**src/rtl/leds_rgb_pwm_if.sv**
```systemverilog
// Bus bundle for the registered RGB LED router.
// master drives pattern/buttons/duty; slave returns LED outputs.
interface leds_rgb_pwm_if #(
  parameter int N_LEDS   = 4,
  parameter int COLOR    = 3,
  parameter int PWM_BITS = 4
);
  logic [N_LEDS-1:0]   i_led;
  logic                i_valid;
  logic [COLOR-1:0]    i_btn;
  logic                i_clear;
  logic [PWM_BITS-1:0] i_duty;
  logic [COLOR-1:0]    o_led;
  logic [N_LEDS-1:0]   o_led_r;
  logic [N_LEDS-1:0]   o_led_g;
  logic [N_LEDS-1:0]   o_led_b;

  modport master (
    output i_led, i_valid, i_btn, i_clear, i_duty,
    input  o_led, o_led_r, o_led_g, o_led_b
  );

  modport slave (
    input  i_led, i_valid, i_btn, i_clear, i_duty,
    output o_led, o_led_r, o_led_g, o_led_b
  );
endinterface

```
**src/rtl/leds_rgb_pwm.sv**
```systemverilog
// Registered RGB LED router: per-channel patterns, sticky button
// channel select, global PWM dimming. Ports: i_clock, i_reset, bus.
module leds_rgb_pwm #(
  parameter int N_LEDS   = 4,
  parameter int COLOR    = 3,
  parameter int PWM_BITS = 4
) (
  input logic           i_clock,
  input logic           i_reset,
  leds_rgb_pwm_if.slave bus
);
  localparam logic [PWM_BITS-1:0] CNT_ONE = 1;

  logic [COLOR-1:0]    sync1, sync2, prev, sel;
  logic [COLOR-1:0]    btn_edge;
  logic [N_LEDS-1:0]   pat_r, pat_g, pat_b;
  logic [N_LEDS-1:0]   led_r, led_g, led_b;
  logic [PWM_BITS-1:0] pwm_cnt, duty_q;
  logic                pwm_on;

  assign btn_edge = sync2 & ~prev;
  // all-ones duty means a full period, not 15/16
  assign pwm_on = (duty_q == '1) | (pwm_cnt < duty_q);

  always_ff @(posedge i_clock) begin
    if (i_reset) begin
      sync1 <= '0;
      sync2 <= '0;
      prev  <= '0;
      sel   <= '0;
    end else begin
      sync1 <= bus.i_btn;
      sync2 <= sync1;
      prev  <= sync2;
      // simultaneous presses are ambiguous: keep sel
      if ($onehot(btn_edge))
        sel <= btn_edge;
    end
  end

  always_ff @(posedge i_clock) begin
    if (i_reset) begin
      pat_r <= '0;
      pat_g <= '0;
      pat_b <= '0;
    end else if (bus.i_clear) begin
      pat_r <= '0;
      pat_g <= '0;
      pat_b <= '0;
    end else if (bus.i_valid) begin
      unique case (1'b1)
        sel[2]:  pat_r <= bus.i_led;
        sel[1]:  pat_g <= bus.i_led;
        sel[0]:  pat_b <= bus.i_led;
        default: ;
      endcase
    end
  end

  // duty only reloads on the period boundary
  always_ff @(posedge i_clock) begin
    if (i_reset) begin
      pwm_cnt <= '0;
      duty_q  <= '1;
    end else begin
      pwm_cnt <= pwm_cnt + CNT_ONE;
      if (pwm_cnt == '1)
        duty_q <= bus.i_duty;
    end
  end

  always_ff @(posedge i_clock) begin
    if (i_reset) begin
      led_r <= '0;
      led_g <= '0;
      led_b <= '0;
    end else begin
      led_r <= pat_r & {N_LEDS{pwm_on}};
      led_g <= pat_g & {N_LEDS{pwm_on}};
      led_b <= pat_b & {N_LEDS{pwm_on}};
    end
  end

  assign bus.o_led   = sel;
  assign bus.o_led_r = led_r;
  assign bus.o_led_g = led_g;
  assign bus.o_led_b = led_b;
endmodule

```
**src/flat_wrapper.sv**
```systemverilog
// flat-port wrapper written by rule: the top's interface ports become plain ports
module leds_rgb_pwm_flat 
#(
  parameter int N_LEDS   = 4,
  parameter int COLOR    = 3,
  parameter int PWM_BITS = 4
)
  (i_clock, i_reset, bus_i_led, bus_i_valid, bus_i_btn, bus_i_clear, bus_i_duty, bus_o_led, bus_o_led_r, bus_o_led_g, bus_o_led_b);
  leds_rgb_pwm_if #(.N_LEDS(N_LEDS), .COLOR(COLOR), .PWM_BITS(PWM_BITS)) bus_i ();
  input logic i_clock;
  input logic i_reset;
  input wire logic [$bits(bus_i.i_led)-1:0] bus_i_led;
  input wire logic [$bits(bus_i.i_valid)-1:0] bus_i_valid;
  input wire logic [$bits(bus_i.i_btn)-1:0] bus_i_btn;
  input wire logic [$bits(bus_i.i_clear)-1:0] bus_i_clear;
  input wire logic [$bits(bus_i.i_duty)-1:0] bus_i_duty;
  output wire logic [$bits(bus_i.o_led)-1:0] bus_o_led;
  output wire logic [$bits(bus_i.o_led_r)-1:0] bus_o_led_r;
  output wire logic [$bits(bus_i.o_led_g)-1:0] bus_o_led_g;
  output wire logic [$bits(bus_i.o_led_b)-1:0] bus_o_led_b;
  assign bus_i.i_led = bus_i_led;
  assign bus_i.i_valid = bus_i_valid;
  assign bus_i.i_btn = bus_i_btn;
  assign bus_i.i_clear = bus_i_clear;
  assign bus_i.i_duty = bus_i_duty;
  assign bus_o_led = bus_i.o_led;
  assign bus_o_led_r = bus_i.o_led_r;
  assign bus_o_led_g = bus_i.o_led_g;
  assign bus_o_led_b = bus_i.o_led_b;
  leds_rgb_pwm #(.N_LEDS(N_LEDS), .COLOR(COLOR), .PWM_BITS(PWM_BITS)) u_core (.i_clock(i_clock), .i_reset(i_reset), .bus(bus_i));
endmodule
```
**config.mk**
```make
export PLATFORM = sky130hd
export DESIGN_NAME = leds_rgb_pwm_flat
export DESIGN_NICKNAME = d
export VERILOG_FILES = /design/src/rtl/leds_rgb_pwm_if.sv /design/src/rtl/leds_rgb_pwm.sv /design/src/flat_wrapper.sv
export SDC_FILE = /design/constraint.sdc
export NUM_CORES = 1
export LEC_CHECK = 0
export CAP_MARGIN = 25
export CORE_MARGIN = 4
export CORE_UTILIZATION = 54
export CTS_CLUSTER_SIZE = 28
export DETAILED_ROUTE_END_ITERATION = 8
export PLACE_DENSITY = 0.82
export SYNTH_ARGS = -nofsm -noshare
export SYNTH_HDL_FRONTEND = slang
export SYNTH_SLANG_ARGS = --single-unit
```
**constraint.sdc**
```tcl
create_clock -name i_clock -period 4.7 [get_ports i_clock]
set_input_delay 0.94 -clock i_clock [delete_from_list [all_inputs] [get_ports i_clock]]
set_output_delay 0.94 -clock i_clock [all_outputs]
set_load 0.005 [all_outputs]
```
**Word level (Yosys, flattened, before mapping)**

Index checks and enable logic that the tools add are counted.
W data, S select, Z words.

- Flip-flop bits (word level): 44
- Latch bits: 0
- Bits in writable memories: 0
- Memory bits (read-only): 0
- Input port bits: 15
- Output and inout bits: 15
- Logic and storage cells: 29
- Memories kept: 0

- Add/sub/neg operators: 3
- Multiply operators: 0
- Div/mod/pow operators: 0
- Order comparisons: 1
- Equal/unequal tests: 3
- Shifts and indexed selects: 0
- Multiplexer cells: 0
- Bitwise gates (word level): 6
- Reduce and logical (&&, ||, !) cells: 4

Operators with widths:

| cell | count |
|---|---|
| $and A4 B4 Y4 | 3 |
| $eq A4 B4 Y1 const B | 2 |
| $reduce_and A2 Y1 | 3 |
| $add A4 B1 Y4 const B | 1 |
| $lt A4 B4 Y1 | 1 |
| $and A3 B3 Y3 | 1 |
| $not A3 Y3 | 1 |
| $add A1 B1 Y2 | 1 |
| $add A2 B1 Y2 | 1 |
| $eq A2 B1 Y1 const B | 1 |
| $reduce_or A2 Y1 | 1 |
| $or A1 B1 Y1 | 1 |

**Depth between registers and ports, before layout**

Gate-level depths: netlist of the first run.

- Word-level depth: 5
- Mapped depth: 6

**Worst setup path before layout of the first run**

OpenSTA, ideal clock, no wires.

- Path kind: input-to-reg
- Start: input port i_reset
- End: register u_core.led_b[0] (netlist: u_core.bus.o_led_b[0])
- Library setup time: 66 ps
- Arrival time: 1571 ps
- Setup slack: 3063 ps
- Stages on the path: 4
- Buffers on the path: 1
- Cells stage by stage: a211oi_1 -> o21ai_1 -> buf_2 -> a21boi_2

RTL lines:

| element | line | RTL |
|---|---|---|
| from (decl) | flat_wrapper.sv:11 | `input logic i_reset;` |
| to (signal assigned) | leds_rgb_pwm.sv:80 | `led_b <= pat_b & {N_LEDS{pwm_on}};` |
| to (decl) | leds_rgb_pwm.sv:17 | `logic [N_LEDS-1:0] led_r, led_g, led_b;` |

==> results of run 1 <==
where the power goes:
group / internal, µW / switching, µW
clock: 55.2 / 111
combinational: 21.5 / 20.4
sequential: 379 / 4.54
metal layers:
| layer | routed length [µm] | vias to the layer above | global-route usage (%) |
|---|---|---|---|
| li1 | - | 585 | - |
| met1 | 1250 | 539 | 18.0 |
| met2 | 1450 | 34 | 27.8 |
| met3 | 160 | 7 | 5.04 |
| met4 | 60 | 0 | 8.22 |
| met5 | 0 | - | 0 |
final cells by class:
type / count / area, µm² / area share (%)
repair buffers: 30 / 298 / 15.3
clock inverters: 1 / 5.00 / 0.257
clock buffers: 6 / 41.3 / 2.12
inverters: 10 / 37.5 / 1.93
well taps: 31 / 38.8 / 1.99
multi-input cells: 98 / 647 / 33.2
flip-flops and latches: 44 / 881 / 45.2
kinds of logic after synthesis:
kind of cell	after synthesis
and+or+nand+nor	57
DFF	44
AOI/OAI and AO/OA	31
buffers and inverters	16
adders and majority gates	5
muxes	3
xor gates and xnor gates	2
sequential cells by signal, indices dropped and copies added, names as in the netlist, 4 cells and up:
| name | flops |
|---|---|
| u_core.bus.o_led_b | 4 |
| u_core.bus.o_led_g | 4 |
| u_core.bus.o_led_r | 4 |
| u_core.duty_q | 4 |
| u_core.pat_b | 4 |
| u_core.pat_g | 4 |
| u_core.pat_r | 4 |
| u_core.pwm_cnt | 4 |
metrics by stage:
stage          instance area (µm²)  std cells  hold WS [ps]
5_1_grt                       1950        220           471
4_1_cts                       1950        220           460
2_1_floorplan                 1600        158           414
3_5_place_dp                  1900        213           431
6_report                      1950        220           454
3_3_place_gp                  1890        212           423
path summary, 6_finish.rpt:
path                            slack (ps)  depth (start not counted)                    end            start
worst max-delay path                  2320                          5  u_core.bus.o_led_g[3]          i_reset
worst min register to register         450                          1        u_core.sync2[2]  u_core.sync1[2]
worst max register to register        2970                          5    u_core.bus.o_led[0]   u_core.prev[0]
worst min-delay path                   450                          1        u_core.sync2[2]  u_core.sync1[2]
cells in the mapped netlist, types with 2 or more instances:
cell       n  area [µm²]
a211o_1    3        26.3
a21boi_0   2        15.0
a21boi_2  10         113
a21oi_1   12        60.1
clkbuf_1   4        15.0
dfxtp_1   44         881
ha_1       4        50.1
inv_1     10        37.5
mux2_2     3        33.8
nand2_1   15        56.3
nand2b_1   3        18.8
nand3_1   15        75.1
nor2_1    10        37.5
nor2b_1   11        68.8
==> flow_summary_export.csv, run 1 <==
group,metric,value,unit
floorplan,num_rows,19,
sta,setup_viol,0,
synthesis,ys_seq_area_share,55.2,%
synthesis,synthArstFlopShare,0,%
floorplan,core_area,0.00278,mm²
cells_and_area,area_delta_synth_final,22.0,%
cells_and_area,diodes,0,
clock_tree,cts-hold-fix-buffers,0,
cells_and_area,final_common_cell,"dfxtp_1",
synthesis,syn_inst,158,
sta,slew_headroom,52.6,%
setup_path,path_class,"in2reg",
cells_and_area,nFillCells,215,
synthesis,synth-seq-cells,44,
setup_path,critPathTopFamily,"buffers and inverters",
sta,fin_crit_sh,50.7,%
global_routing,grt_max_degree,24,
setup_path,crit_chain,"clkdlybuf4s50_1 -> a211oi_1 -> o21ai_1 -> buf_4 -> a21boi_2",
route,dr.pass1.iters,4,
pwr,vdd_ir_drop_max,0.361,mV
sta,tns,0,ps
pwr,p_leak,0.000728,µW
synthesis,synth_top_family_by_area,"simple AND/OR/NAND/NOR gates",
sta,timing.final.ws_setup,2320,ps
synthesis,synth_xor_area_share,1.10,%
global_routing,antenna_found_initial,0,
setup_path,cpPeakStageDelay,770,ps
setup_path,crit_buf_inv,2,
route,wirelength,2930,µm
synthesis,synth-main-ff-cell,"dfxtp_1",
floorplan,die_w,62.4,µm
clock_tree,cts_root_buf,"clkbuf_4",
setup_path,worst-endpoint-required,4990,ps
synthesis,ys_types,26,
clock_tree,cts_setup_buffers,0,
hold_path,hold_class,"reg2reg",
clock_tree,cts_tree,"done",
floorplan,die_area,0.00389,mm²
pwr,p_total,592,µW
synthesis,synthSimpleGateAreaFrac,17.6,%
synthesis,syn_nets,178,
global_routing,grt_pass1_vias,1138,
outcome,status,"completed",
clock_tree,cts_buffers,5,
cells_and_area,drive_above_1_share,11.6,%
setup_path,cp_slowest_cell,"clkdlybuf4s50_1",
route,detail-route-antenna-nets,0,
global_routing,grt_overflow,0,
cells_and_area,final_core_utilization,70.0,%
clock_tree,clkLatencyLatePin,350,ps
placement,port_buffers,29,
floorplan,start_util,57.4,%
flow_run,drv_cap,0,
sta,drv_slew,0,
sta,hold_viol_final,0,
clock_tree,clk_pin_slew,120,ps
cells_and_area,finalNetCount,209,
sta,fmax,420,MHz
clock_tree,cts_buffer_depth,2,
synthesis,synth_compound_area_share,15.3,%
clock_tree,cts_sinks,44,
floorplan,die_h,62.4,µm
global_routing,track_usage,16.3,%
synthesis,syn_area,0.00160,mm²
synthesis,synth_warnings,0,
placement,dp_slack,1930,ps
floorplan,ioPinCount,30,
placement,dp_hpwl,2230,µm
sta,worst_pin_slew,709,ps
setup_path,critPathMaxFanout,23,
synthesis,synthAdderAreaFrac,4.39,%
route,drc,0,
setup_path,start_kind,"input pin",
synthesis,synth_mux_area_share,2.12,%
placement,globalplace.congestion,0.749,
clock_tree,cts_resized,0,
global_routing,grt_pass1_wl,5110,µm
pwr,powerDensity,304,mW/mm²
route,first_iter_violations,31,
synthesis,synth-edff-count,0,
route,vias_per_cell,5.30,
cells_and_area,mostFrequentLayoutCells,"44 x dfxtp_1, 29 x clkdlybuf4s50_1, 15 x nand3_1, 15 x nand2_1, 12 x a21oi_1",
route,num_vias,1165,
sta,min_period,2380,ps
setup_path,cp_data_arrival_time,2680,ps
sta,rsz0062_at_grt,"no",
clock_tree,h-tree-depth,2,
setup_path,critPathCaptureType,"flop",
synthesis,syn_avg_cell_area,10.1,µm²
route,wl_per_cell,13.3,µm
sta,skew,7.77,ps
No activity file was read; power rests on OpenSTA's default activity.
==> inputs of run 2 (changes only) <==
- CORE_UTILIZATION: 54 -> 45
- PLACE_DENSITY: 0.82 -> 0.73
- clock period: 4.7 -> 2.1 ns (I/O delays scaled with it)
==> run 2 against run 1 <==
Compared with the run above:
- clock skew increased by 8.9 ps
- worst setup slack got worse by 2000 ps
- die area up 17%
- cell area grew 3.3%
- via count decreased by 1.5%
- clock power grew to 3.1 times the previous value
- non-clock buffer count rose by 2
==> flow_summary_export.csv, run 2 (synthesis gave the netlist of run 1 again) <==
group,metric,value,unit
pwr,clock_power_share,34.8,%
pwr,swShare,21.6,%
cells_and_area,drive_above_1_share,13.0,%
clock_tree,cts_buffer_depth,2,
clock_tree,cts_root_buf,"clkbuf_4",
setup_path,crit_chain,"clkdlybuf4s50_1",
route,num_vias,1148,
cells_and_area,mostFrequentLayoutCells,"44 x dfxtp_1, 29 x clkdlybuf4s50_1, 15 x nand3_1, 15 x nand2_1, 12 x a21oi_1",
clock_tree,cts_sinks,44,
floorplan,ioPinCount,30,
sta,hold_viol_final,0,
clock_tree,clk_pin_slew,120,ps
setup_path,critPathTopFamily,"buffers and inverters",
floorplan,die_w,67.6,µm
sta,min_period,1780,ps
floorplan,num_rows,21,
route,drc,0,
setup_path,cpPeakStageDelay,550,ps
clock_tree,cts-hold-fix-buffers,0,
outcome,status,"completed",
flow_run,drv_cap,0,
pwr,power.switching,317,µW
cells_and_area,finalNetCount,211,
global_routing,antenna_found_initial,0,
cells_and_area,nFillCells,295,
global_routing,grt_pass1_vias,1046,
cells_and_area,diodes,0,
pwr,powerDensity,729,mW/mm²
route,first_iter_violations,41,
pwr,p_seq_share,58.6,%
pwr,p_leak,0.000752,µW
clock_tree,cts_resized,0,
sta,rsz0062_at_grt,"no",
setup_path,critPathCaptureType,"primary output",
global_routing,track_usage,13.9,%
sta,fin_crit_sh,84.8,%
setup_path,critPathMaxFanout,7,
clock_tree,cts_buffers,5,
sta,drv_slew,0,
sta,tns,0,ps
sta,setup_viol,0,
global_routing,grt_overflow,0,
clock_tree,cts_setup_buffers,0,
setup_path,crit_buf_inv,1,
sta,hold_ws,448,ps
sta,worst_pin_slew,486,ps
sta,skew,16.7,ps
setup_path,start_kind,"flop",
setup_path,cp_slowest_cell,"clkdlybuf4s50_1",
setup_path,cp_data_arrival_time,1360,ps
sta,slew_headroom,67.5,%
pwr,p_int,1150,µW
route,wl_per_cell,11.5,µm
global_routing,grt_pass1_wl,4630,µm
clock_tree,clkLatencyLatePin,360,ps
placement,globalplace.congestion,0.842,
floorplan,core_area,0.00339,mm²
route,detail-route-antenna-nets,0,
hold_path,hold_class,"reg2reg",
route,vias_per_cell,4.82,
floorplan,die_area,0.00457,mm²
cells_and_area,final_common_cell,"dfxtp_1",
sta,fmax,562,MHz
placement,dp_hpwl,2120,µm
clock_tree,h-tree-depth,2,
route,dr.pass1.iters,4,
placement,port_buffers,29,
pwr,vdd_ir_drop_max,0.423,mV
floorplan,start_util,47.1,%
setup_path,path_class,"reg2out",
clock_tree,cts_tree,"done",
cells_and_area,area_delta_synth_final,26.0,%
setup_path,worst-endpoint-required,1680,ps
floorplan,die_h,67.6,µm
global_routing,grt_max_degree,16,
route,wirelength,2730,µm
pwr,combPwrFrac,6.6,%
run 2: routing by layer:
layer  share of wire (%)  GRT usage (%)  wire, µm  vias up
li1                    -              -         -      593
met1                  43           15.6      1190      520
met2                  48           22.7      1320       27
met3                 5.5           3.99       149        8
met4                 2.7           9.11        74        0
met5                   0              0         0        -
run 2: stage by stage:
stage	utilization (%)	std cells	cell area [µm²]	worst slack, ps	power [µW]
after floorplan	-	158	1600	515	928
after global placement	57.1	230	1940	412	970
after detailed placement	57.1	230	1940	357	974
after CTS	59.4	238	2010	295	1480
after global routing	59.4	238	2010	236	1530
final	59.4	238	2010	320	1470
run 2: path summary, 6_finish.rpt:
kind | from | endpoint | slack [ps] | cells past startpoint
max | u_core.bus.o_led[1] | bus_o_led[1] | 320 | 1
max reg2reg | u_core.prev[0] | u_core.bus.o_led[0] | 420 | 5
min reg2reg | u_core.sync1[1] | u_core.sync2[1] | 450 | 1
min | u_core.sync1[1] | u_core.sync2[1] | 450 | 1
run 2: power by group through the flow:
stage | clock network, µW | logic [µW] | registers [µW]
after floorplan | 0 | 52.1 | 875
after global placement | 0 | 93.2 | 877
after detailed placement | 0 | 96.2 | 878
after CTS | 522 | 96.7 | 859
after global routing | 561 | 106 | 862
final | 511 | 96.2 | 859
run 2: cell type report:
cell class                 count  area (µm²)  share of cell area [%]
clock buffer                   6        41.3                    2.05
clock inverter                 2        35.0                    1.74
inverter                      10        37.5                    1.87
multi-input combinational     98         647                    32.2
sequential                    44         881                    43.8
tap                           46        57.6                    2.86
timing repair buffer          32         313                    15.5
==> inputs of run 3 (changes only) <==
- CORE_UTILIZATION: 45 -> 50
- PLACE_DENSITY: 0.73 -> 0.77
- clock period: 2.1 -> 1.65 ns (I/O delays scaled with it)
==> run 3 against run 2 <==
Compared with the run above:
- clock-buffer cell count fell by 1
- die area fell by 8.9%
- clock skew fell by 3.0 ps
- wire length rose by 7.3%
- critical path depth rose by 4
- register-to-register slack got worse by 400 ps
- worst setup slack got worse by 300 ps
- largest power group unchanged
- cell area rose by 1.9%
- combinational power rose by 47%
- via count rose by 4.0%
- critical path type is now reg2reg
- sequential power rose by 27%
==> flow_summary_export.csv, run 3 (synthesis gave the netlist of run 1 again) <==
group,metric,value,unit
cells_and_area,diodes,0,
hold_path,hold_class,"reg2reg",
global_routing,grt_max_degree,20,
sta,timing.final.ws_setup,15.9,ps
floorplan,num_rows,20,
floorplan,core_area,0.00305,mm²
floorplan,die_h,64.5,µm
global_routing,grt_overflow,0,
placement,globalplace.congestion,0.802,
route,dr.pass1.iters,4,
setup_path,path_class,"reg2reg",
clock_tree,cts_sinks,44,
cells_and_area,drive_above_1_share,18.2,%
setup_path,start_kind,"flop",
clock_tree,cts_tree,"done",
pwr,powerDensity,834,mW/mm²
route,drc,0,
route,first_iter_violations,53,
setup_path,critPathCaptureType,"flop",
clock_tree,cts_buffers,5,
clock_tree,cts_root_buf,"clkbuf_4",
placement,port_buffers,29,
setup_path,startpoint,"u_core.prev[1]",
global_routing,track_usage,15.7,%
route,wirelength,2930,µm
cells_and_area,nFillCells,268,
clock_tree,h-tree-depth,2,
route,num_vias,1194,
pwr,p_int,1310,µW
floorplan,die_area,0.00416,mm²
clock_tree,clkLatencyLatePin,350,ps
floorplan,start_util,52.3,%
floorplan,ioPinCount,30,
sta,tns,0,ps
route,detail-route-antenna-nets,0,
placement,dp_slack,-71.8,ps
floorplan,die_w,64.5,µm
setup_path,r2r_setup_slack,20,ps
clock_tree,cts_buffer_depth,2,
clock_tree,clk_pin_slew,110,ps
pwr,p_seq_share,64.0,%
pwr,vdd_ir_drop_max,0.509,mV
pwr,swShare,23.2,%
global_routing,grt_pass1_vias,1148,
pwr,power.switching,397,µW
sta,slew_headroom,73.9,%
cells_and_area,final_core_utilization,67.1,%
setup_path,critPathMaxFanout,3,
route,wl_per_cell,12.4,µm
sta,drv_slew,0,
setup_path,cp_data_arrival_time,1920,ps
global_routing,grt_pass1_wl,4970,µm
sta,fmax,612,MHz
setup_path,rr_startpoint,"u_core.prev[1]",
pwr,p_leak,0.000775,µW
hold_path,min_from,"u_core.sync1[2]",
sta,skew,13.7,ps
sta,worst_pin_slew,392,ps
route,vias_per_cell,5.06,
sta,hold_viol_final,0,
cells_and_area,mostFrequentLayoutCells,"40 x dfxtp_1, 29 x clkdlybuf4s50_1, 15 x nand3_1, 15 x nand2_1, 12 x a21oi_1",
cells_and_area,final_common_cell,"dfxtp_1",
setup_path,worst-endpoint-required,1940,ps
clock_tree,cts-hold-fix-buffers,0,
outcome,status,"completed",
sta,fin_crit_sh,99.0,%
global_routing,antenna_found_initial,0,
cells_and_area,finalNetCount,212,
sta,setup_viol,0,
sta,rsz0062_at_grt,"yes",
pwr,combPwrFrac,8.3,%
pwr,clock_power_share,27.7,%
placement,dp_hpwl,2200,µm
sta,min_period,1630,ps
cells_and_area,area_delta_synth_final,28.4,%
flow_run,drv_cap,0,
==> run 3: cell types whose count changed in the layout (fill, tap and decap cells not counted), sizes merged <==
cell / before / now
buf: 3 / 4
bufinv: 1 / 0
clkbuf: 6 / 5
clkinvlp: 0 / 1
==> run 3: worst paths after layout <==
| kind | to | cells after the start |
|---|---|---|
| max | u_core.bus.o_led[2] | 5 |
| min | u_core.sync2[2] | 1 |
| max reg2reg | u_core.bus.o_led[2] | 5 |
| min reg2reg | u_core.sync2[2] | 1 |
==> run 3: metal layers <==
layer | vias up | share of wire, % | global-route usage, %
met5 | - | 0 | 0
met4 | 0 | 2.1 | 9.23
met3 | 7 | 6.8 | 5.89
met2 | 36 | 51 | 26.2
met1 | 563 | 40 | 17.0
li1 | 588 | - | -
==> run 3: repair_timing <==
item,4_1_cts,5_1_grt
endpoints found under the setup margin,6,5
pin swaps,1,2
buffers inserted,0,1
endpoints found under the hold margin,0,0
resized for setup,6,8
==> run 3: cell type report <==
class                           instances  area, µm²  area share, %
Sequential cell                        44        888           43.3
Inverter                               10       37.5           1.83
Multi-Input combinational cell         98        686           33.5
Timing Repair Buffer                   33        333           16.2
Clock inverter                          2       12.5          0.610
Clock buffer                            5       37.5           1.83
Tap cell                               44       55.1           2.69
==> run 3: power by group through the flow <==
stage | Clock [µW] | Combinational (µW) | Sequential (µW)
detailed placement | 0 | 128 | 1120
global route | 547 | 154 | 1100
finish | 474 | 141 | 1090
floorplan | 0 | 66.3 | 1110
global placement | 0 | 122 | 1120
CTS | 493 | 133 | 1090
==> run 3: per-stage QoR <==
step	total power (µW)	instances	hold WS [ps]	instance area [µm²]
finish	1710	236	445	2050
global route	1800	236	462	2050
detailed placement	1240	228	420	1950
global placement	1240	228	418	1950
CTS	1720	235	448	2010
floorplan	1180	158	414	1600
==> run 3: critical path, cell delays in order (launching register included) <==
cell and delay, ps:
dfxtp_1 320, nand2b_4 140, fa_1 520, nor2b_4 190
mux2_4 320, nor2_2 90
